<file path="config.mk">
export PLATFORM = sky130hd
export DESIGN_NAME = axil_native_bridge
export DESIGN_NICKNAME = d
export VERILOG_FILES = /design/src/rtl/axil_native_pkg.sv /design/src/rtl/axil_native_bridge.sv
export SDC_FILE = /design/constraint.sdc
export NUM_CORES = 1
export LEC_CHECK = 0
export CAP_MARGIN = 20
export CELL_PAD_IN_SITES_DETAIL_PLACEMENT = 1
export CELL_PAD_IN_SITES_GLOBAL_PLACEMENT = 1
export CORE_ASPECT_RATIO = 2
export CORE_UTILIZATION = 31
export DETAILED_ROUTE_END_ITERATION = 16
export GPL_TIMING_DRIVEN = 0
export PLACE_DENSITY_LB_ADDON = 0.2
export SYNTH_ARGS = -nofsm -noshare
export SYNTH_HDL_FRONTEND = slang
export SYNTH_SLANG_ARGS = --single-unit
</file>
<file path="constraint.sdc">
create_clock -name NATIVE_CLK -period 2.01 [get_ports NATIVE_CLK]
set_input_delay 0.3015 -clock NATIVE_CLK [delete_from_list [all_inputs] [get_ports NATIVE_CLK]]
set_output_delay 0.3015 -clock NATIVE_CLK [all_outputs]
set_load 0.01 [all_outputs]
</file>
<file path="src/rtl/axil_native_pkg.sv">
`default_nettype none
// ============================================================================
// Package     : axil_native_pkg
// Description : Shared constants and FSM encoding for the AXI4-Lite bridge
//               to the FF test core native register bus.
// Revision    : 1.0
// ============================================================================
package axil_native_pkg;

    localparam logic [1:0]  RESP_OKAY             = 2'b00;
    localparam logic [1:0]  RESP_SLVERR           = 2'b10;
    localparam logic [1:0]  RESP_DECERR           = 2'b11;

    localparam logic [31:0] TIMEOUT_RDATA_DEFAULT = 32'hDEAD_BEEF;

    typedef enum logic [2:0] {
        ST_IDLE     = 3'd0,
        ST_WR_ISSUE = 3'd1,
        ST_RD_ISSUE = 3'd2,
        ST_WAIT     = 3'd3,
        ST_WR_RESP  = 3'd4,
        ST_RD_RESP  = 3'd5
    } state_t;

endpackage : axil_native_pkg
`default_nettype wire

</file>
<file path="src/rtl/axil_native_bridge.sv">
`default_nettype none
// ============================================================================
// Module      : axil_native_bridge
// Description : AXI4-Lite slave issuing single-beat native register accesses,
//               one outstanding, with fair read/write arbitration and timeout.
// Revision    : 1.0
// ============================================================================
module axil_native_bridge
    import axil_native_pkg::*;
#(
    parameter int          NATIVE_ADDR_WDITH = 3,
    parameter int          NATIVE_DATA_WIDTH = 32,
    parameter int          AXI_ADDR_WIDTH    = 8,
    parameter int          TIMEOUT           = 255,
    parameter logic [31:0] TIMEOUT_RDATA     = TIMEOUT_RDATA_DEFAULT
) (
    input  logic                         NATIVE_CLK,
    input  logic                         rst_n,

    input  logic [AXI_ADDR_WIDTH-1:0]    s_axi_awaddr,
    input  logic                         s_axi_awvalid,
    output logic                         s_axi_awready,
    input  logic [31:0]                  s_axi_wdata,
    input  logic [3:0]                   s_axi_wstrb,
    input  logic                         s_axi_wvalid,
    output logic                         s_axi_wready,
    output logic [1:0]                   s_axi_bresp,
    output logic                         s_axi_bvalid,
    input  logic                         s_axi_bready,
    input  logic [AXI_ADDR_WIDTH-1:0]    s_axi_araddr,
    input  logic                         s_axi_arvalid,
    output logic                         s_axi_arready,
    output logic [31:0]                  s_axi_rdata,
    output logic [1:0]                   s_axi_rresp,
    output logic                         s_axi_rvalid,
    input  logic                         s_axi_rready,

    output logic                         NATIVE_EN,
    output logic                         NATIVE_WR,
    output logic [NATIVE_ADDR_WDITH-1:0] NATIVE_ADDR,
    output logic [NATIVE_DATA_WIDTH-1:0] NATIVE_DATA_IN,
    input  logic [NATIVE_DATA_WIDTH-1:0] NATIVE_DATA_OUT,
    input  logic                         NATIVE_READY
);

    // Last wait cycle: the wait window spans exactly TIMEOUT cycles.
    localparam logic [7:0] c_cnt_last = 8'(TIMEOUT - 1);

    state_t                         r_state;
    state_t                         w_next_state;

    logic                           r_live;
    logic                           r_prio_rd;
    logic                           r_wr;
    logic [NATIVE_ADDR_WDITH-1:0]   r_addr;
    logic [NATIVE_DATA_WIDTH-1:0]   r_wdata;
    logic [31:0]                    r_rdata;
    logic [1:0]                     r_resp;
    logic [7:0]                     r_cnt;

    logic                           w_wr_elig;
    logic                           w_rd_elig;
    logic                           w_take_wr;
    logic                           w_take_rd;
    logic                           w_accept;
    logic                           w_aw_decerr;
    logic                           w_ar_decerr;
    logic                           w_strb_err;
    logic [1:0]                     w_acc_resp;
    logic                           w_acc_err;
    logic [NATIVE_ADDR_WDITH-1:0]   w_addr_sel;
    logic                           w_timeout;
    logic                           w_wait_done;

    // r_live keeps the combinational handshakes low while reset is asserted.
    assign w_wr_elig   = r_live && (r_state == ST_IDLE) && s_axi_awvalid && s_axi_wvalid;
    assign w_rd_elig   = r_live && (r_state == ST_IDLE) && s_axi_arvalid;
    assign w_take_wr   = w_wr_elig && (!w_rd_elig || !r_prio_rd);
    assign w_take_rd   = w_rd_elig && !w_take_wr;
    assign w_accept    = w_take_wr || w_take_rd;

    assign w_aw_decerr = |(s_axi_awaddr >> (NATIVE_ADDR_WDITH + 2));
    assign w_ar_decerr = |(s_axi_araddr >> (NATIVE_ADDR_WDITH + 2));
    assign w_strb_err  = (s_axi_wstrb != 4'hF);

    always_comb begin
        w_acc_resp = RESP_OKAY;
        if (w_take_wr) begin
            if (w_aw_decerr)
                w_acc_resp = RESP_DECERR;
            else if (w_strb_err)
                w_acc_resp = RESP_SLVERR;
        end else if (w_ar_decerr) begin
            w_acc_resp = RESP_DECERR;
        end
    end

    assign w_acc_err   = (w_acc_resp != RESP_OKAY);
    assign w_addr_sel  = w_take_wr ? s_axi_awaddr[NATIVE_ADDR_WDITH+1:2]
                                   : s_axi_araddr[NATIVE_ADDR_WDITH+1:2];
    assign w_timeout   = (r_cnt == c_cnt_last);
    assign w_wait_done = (r_state == ST_WAIT) && (NATIVE_READY || w_timeout);

    always_ff @(posedge NATIVE_CLK or negedge rst_n) begin
        if (!rst_n)
            r_state <= ST_IDLE;
        else
            r_state <= w_next_state;
    end

    always_comb begin
        w_next_state = r_state;
        case (r_state)
            ST_IDLE: begin
                if (w_take_wr)
                    w_next_state = w_acc_err ? ST_WR_RESP : ST_WR_ISSUE;
                else if (w_take_rd)
                    w_next_state = w_acc_err ? ST_RD_RESP : ST_RD_ISSUE;
            end
            ST_WR_ISSUE,
            ST_RD_ISSUE: w_next_state = ST_WAIT;
            ST_WAIT: begin
                if (w_wait_done)
                    w_next_state = r_wr ? ST_WR_RESP : ST_RD_RESP;
            end
            ST_WR_RESP: begin
                if (s_axi_bready)
                    w_next_state = ST_IDLE;
            end
            ST_RD_RESP: begin
                if (s_axi_rready)
                    w_next_state = ST_IDLE;
            end
            default: w_next_state = ST_IDLE;
        endcase
    end

    always_comb begin
        s_axi_awready = w_take_wr;
        s_axi_wready  = w_take_wr;
        s_axi_arready = w_take_rd;
        NATIVE_EN     = (r_state == ST_WR_ISSUE) || (r_state == ST_RD_ISSUE);
        s_axi_bvalid  = (r_state == ST_WR_RESP);
        s_axi_rvalid  = (r_state == ST_RD_RESP);
    end

    always_ff @(posedge NATIVE_CLK or negedge rst_n) begin
        if (!rst_n) begin
            r_live    <= 1'b0;
            r_prio_rd <= 1'b0;
            r_wr      <= 1'b0;
            r_addr    <= '0;
            r_wdata   <= '0;
            r_rdata   <= '0;
            r_resp    <= RESP_OKAY;
            r_cnt     <= '0;
        end else begin
            r_live <= 1'b1;

            if (w_accept) begin
                r_prio_rd <= ~r_prio_rd;
                r_wr      <= w_take_wr;
                r_addr    <= w_addr_sel;
                r_resp    <= w_acc_resp;
                if (w_take_wr)
                    r_wdata <= s_axi_wdata;
                if (w_take_rd && w_acc_err)
                    r_rdata <= TIMEOUT_RDATA;
            end

            if (r_state == ST_WAIT)
                r_cnt <= r_cnt + 8'd1;
            else
                r_cnt <= '0;

            // A READY on the final wait cycle still wins over the timeout.
            if (r_state == ST_WAIT) begin
                if (NATIVE_READY) begin
                    r_resp <= RESP_OKAY;
                    if (!r_wr)
                        r_rdata <= NATIVE_DATA_OUT;
                end else if (w_timeout) begin
                    r_resp <= RESP_SLVERR;
                    if (!r_wr)
                        r_rdata <= TIMEOUT_RDATA;
                end
            end
        end
    end

    assign NATIVE_WR      = r_wr;
    assign NATIVE_ADDR    = r_addr;
    assign NATIVE_DATA_IN = r_wdata;
    assign s_axi_bresp    = r_resp;
    assign s_axi_rresp    = r_resp;
    assign s_axi_rdata    = r_rdata;

endmodule : axil_native_bridge
`default_nettype wire
</file>
==> summary.txt <==
Place
  – Detailed Place HPWL: between 8000 and 9000 µm
  – Placer Congestion: just over 0.8
  – Dpl cell area: roughly 0.0056 mm²
  – Port Buf Inserts: ~170

Pwr
  – Power per cell area: between 1000 and 1500 mW/mm²
  – Sw Share: 0.3163
  – Flop pwr share: 0.325
  – Net Switching: between 0.002 and 0.003 W
  – Clock share of power: 0.233
  – Worst VDD drop: between 700 and 800 µV
  – Leak: around 2.6 nW
  – Internal: 0.005968 W
  – Combinational power share: 0.442

Cells and area
  – Most common cell after layout, fill and taps aside: clkdlybuf4s50_1
  – Final design area excluding fillers: slightly above 0.006 mm²
  – ANT cells: 0
  – Layout area overhead: 62.93%
  – Ratio of cells with drive above 1 in the final layout: 0.1733
  – Final #Nets: roughly 600
  – Commonest non-fill, non-tap cells in the layout: 159 x clkdlybuf4s50_1, 83 x dfrtp_1, 43 x nand2_1, 36 x a21oi_1, 33 x mux2_2

Clock network
  – H-tree levels: 3
  – Clock buffer depth: 2
  – CTS clk-pin slew, worst paths: 60 ps
  – Clk root buf: clkbuf_16
  – CTS tree: yes
  – CTS buffer count: 9
  – Clock Latency Late Sink: ~340 ps
  – CTS sink count: 83

Logic synthesis
  – Adder-Cell Fraction of Synth Area: 0.006698
  – Sequential-to-total area share from yosys stat: 0.5559
  – Post-synthesis cell area: between 0.003 and 0.004 mm²
  – Ys async rst share: 1.000
  – Yosys top cell area share: 0.5559
  – Synth cell types: 45
  – Syn_nets: 430
  – Number of flops mapped to enable cells by yosys: 0
  – Synth warnings: 0
  – Synth area leaders: dfrtp_1 56%, mux2_2 9.9%, o2bb2ai_1 5.6%
  – Biggest area consumer among synthesized cells: dfrtp_1
  – Synth Area in Simple Gates: 0.1333
  – Post-synthesis xor/xnor area fraction: 0.01875
  – Multiplexer share of the synthesized area: 0.1102
  – Syn Inst Count: ~340
  – Dominant synthesized flop cell: dfrtp_1
  – Largest family of logic cells by synthesized area: compound AO/OA/AOI/OAI gates
  – Seq cells post-synth: 83
  – Complex-gate fraction of the synthesized area: 0.1333
  – Synth Area per Inst: between 10 and 15 µm²

STA
  – Slew Limit Fails: 0
  – Final setup vio count: 0
  – Slew margin rel.: 0.6104
  – Final count of hold timing violations: 0
  – Clock period minus worst slack: ~2000 ps
  – Tcrit/Tclk final: 0.9893
  – Max Clock Freq: around 500 MHz
  – Worst Skew: 7.156 ps
  – Hold_ws: 499.9 ps
  – RSZ-0062 raised after global routing: yes
  – Least-Margin Pin Slew: just under 600 ps

Setup path
  – CP Launch Type: flip-flop
  – Bufs and invs on worst path: 5
  – Critical path, cell by cell: buf_6 -> nor4b_4 -> buf_4 -> nand3_4 -> inv_4 -> buf_6 -> buf_6
  – Arr. time, crit path: 1690 ps
  – Critical Path Sink Type: output pin
  – CP peak stage delay: 390 ps
  – Critical path class: flip-flop to output pin
  – CP max FO: 5
  – Reg2Reg Depth: 8
  – Critical path depth in cells: 7
  – Delay-heaviest family, CP: buffers and inverters
  – Req. time, crit path: between 1500 and 2000 ps
  – Most common cell on crit path: buf_6
  – Reg-to-reg endpoint: s_axi_rdata[20]
  – Reg-to-Reg Start: r_state[0]
  – Flop2flop setup slack: ~100 ps
  – Slowest CP cell: dfrtp_1

Flow run
  – Max-cap violations: 0

Run status
  – Outcome: finished, final reports clean

GRT
  – First-pass GRT wire length: between 15000 and 20000 µm
  – Initial antenna violation count: 0
  – Largest net degree at the start of global routing: 44
  – Total gr overflow: 0
  – Vias in the first global route: 3804
  – Total GRT Usage: 0.1962

Die
  – Die X: 79.63 µm
  – Ports: 170
  – Die Span Y: approximately 160 µm
  – Die area: 0.01252 mm²
  – Core Region: 0.01170 mm²
  – Initial cell density of the core: 0.3193
  – Rows: 56

Detailed routing
  – Final wirelength: 11710 µm
  – Antenna Nets Post-Route: 0
  – DR vias/cell: just under 5
  – Routed WL per cell: ~17 µm
  – 1st-iter DRT viols: 92
  – Total number of vias: 3333
  – DRT Pass-1 Iters: 4
  – DRC: 0

Min path
  – Type of the most critical hold path: input port to asynchronous set/reset pin
==> flip-flops by register name, summed over array words and instances, names as in the netlist <==
register,count
NATIVE_WR,1
r_cnt,8
NATIVE_ADDR,3
r_state,3
r_prio_rd,1
s_axi_rdata,32
s_axi_bresp,2
r_live,1
NATIVE_DATA_IN,32
==> metal layers <==
| metal | vias to the layer above | global-route usage | share of wire |
|---|---|---|---|
| met5 | - | 0 | 0 |
| met1 | 1643 | 0.1730 | 0.32 |
| li1 | 1553 | - | - |
| met2 | 121 | 0.3960 | 0.59 |
| met4 | 0 | 0.07619 | 0.019 |
| met3 | 16 | 0.05449 | 0.065 |
==> kinds of logic (layout without fill, tap and decap cells) <==
family	count (synthesis)	after routing
other	1	1
XOR/XNOR	8	8
AND/OR/NAND/NOR	101	101
adder cells (fa/ha/maj)	2	2
buffers and inverters	29	218
flip-flops	83	83
multiplexers	37	37
AO/OA/AOI/OAI	75	75
==> how the worst max path moves through the flow <==
| stage | from | endpoint | slack (ps) |
|---|---|---|---|
| floorplan | r_state[1] | s_axi_wready | 180 |
| global route | r_state[0] | s_axi_wready | -70 |
| detailed placement | s_axi_arvalid | s_axi_arready | -540 |
| CTS | r_state[0] | s_axi_awready | 1 |
| global placement | rst_n | NATIVE_DATA_IN[27] | -2440 |
| finish | r_state[0] | s_axi_wready | 20 |
==> cell usage after synthesis (all sizes together) (2+ instances only) <==
master   number
a21oi        36
a32oi         2
and2          3
buf          17
clkbuf        7
dfrtp        83
ha            2
inv           5
mux2         33
mux2i         4
nand2        44
nand3        16
nand3b        2
nand4         3
nor2         17
nor3          4
nor4b         2
o211ai        2
o21ai         3
o2bb2ai      24
or3           2
xnor2         2
xor2          6
==> power by group through the flow <==
stage | clock network (W) | logic [W] | registers, W
2_1_floorplan | 0 | 0.00143 | 0.00310
3_3_place_gp | 0 | 0.00368 | 0.00280
3_5_place_dp | 0 | 0.00377 | 0.00285
4_1_cts | 0.00208 | 0.00388 | 0.00284
5_1_grt | 0.00214 | 0.00417 | 0.00293
6_report | 0.00203 | 0.00386 | 0.00284
==> per-stage QoR <==
step | power (W) | TNS [ps] | instances | setup slack (ps) | utilization
4_1_cts | 0.008804 | 0 | 669 | 1.076 | 0.5151
6_report | 0.008728 | 0 | 670 | 21.50 | 0.5202
3_5_place_dp | 0.006624 | -10760 | 647 | -537.7 | 0.4774
2_1_floorplan | 0.004528 | 0 | 336 | 179.3 | -
3_3_place_gp | 0.006476 | -210710 | 646 | -2435 | 0.4759
5_1_grt | 0.009232 | -302.9 | 670 | -73.29 | 0.5202
==> layout make-up <==
class	instances	area [µm²]
fillers	1263	5614
flip-flops and latches	83	2077
repair buffers	174	1722
multi-input cells	224	1550
clock buffers	10	229.0
well taps	145	181.4
plain buffers	23	170.2
clock inverters	6	136.4
inverters	5	21.27
==> timing repair <==
action | 4_1_cts | 5_1_grt
pin swaps | 2 | 2
hold buffers | 1 | 0
setup buffers | 5 | 1
hold endpoints to repair | 42 | 0
gates resized for setup | 22 | 25
gates cloned | 1 | 0
setup endpoints to repair | 13 | 33
No activity file was read; power rests on OpenSTA's default activity.
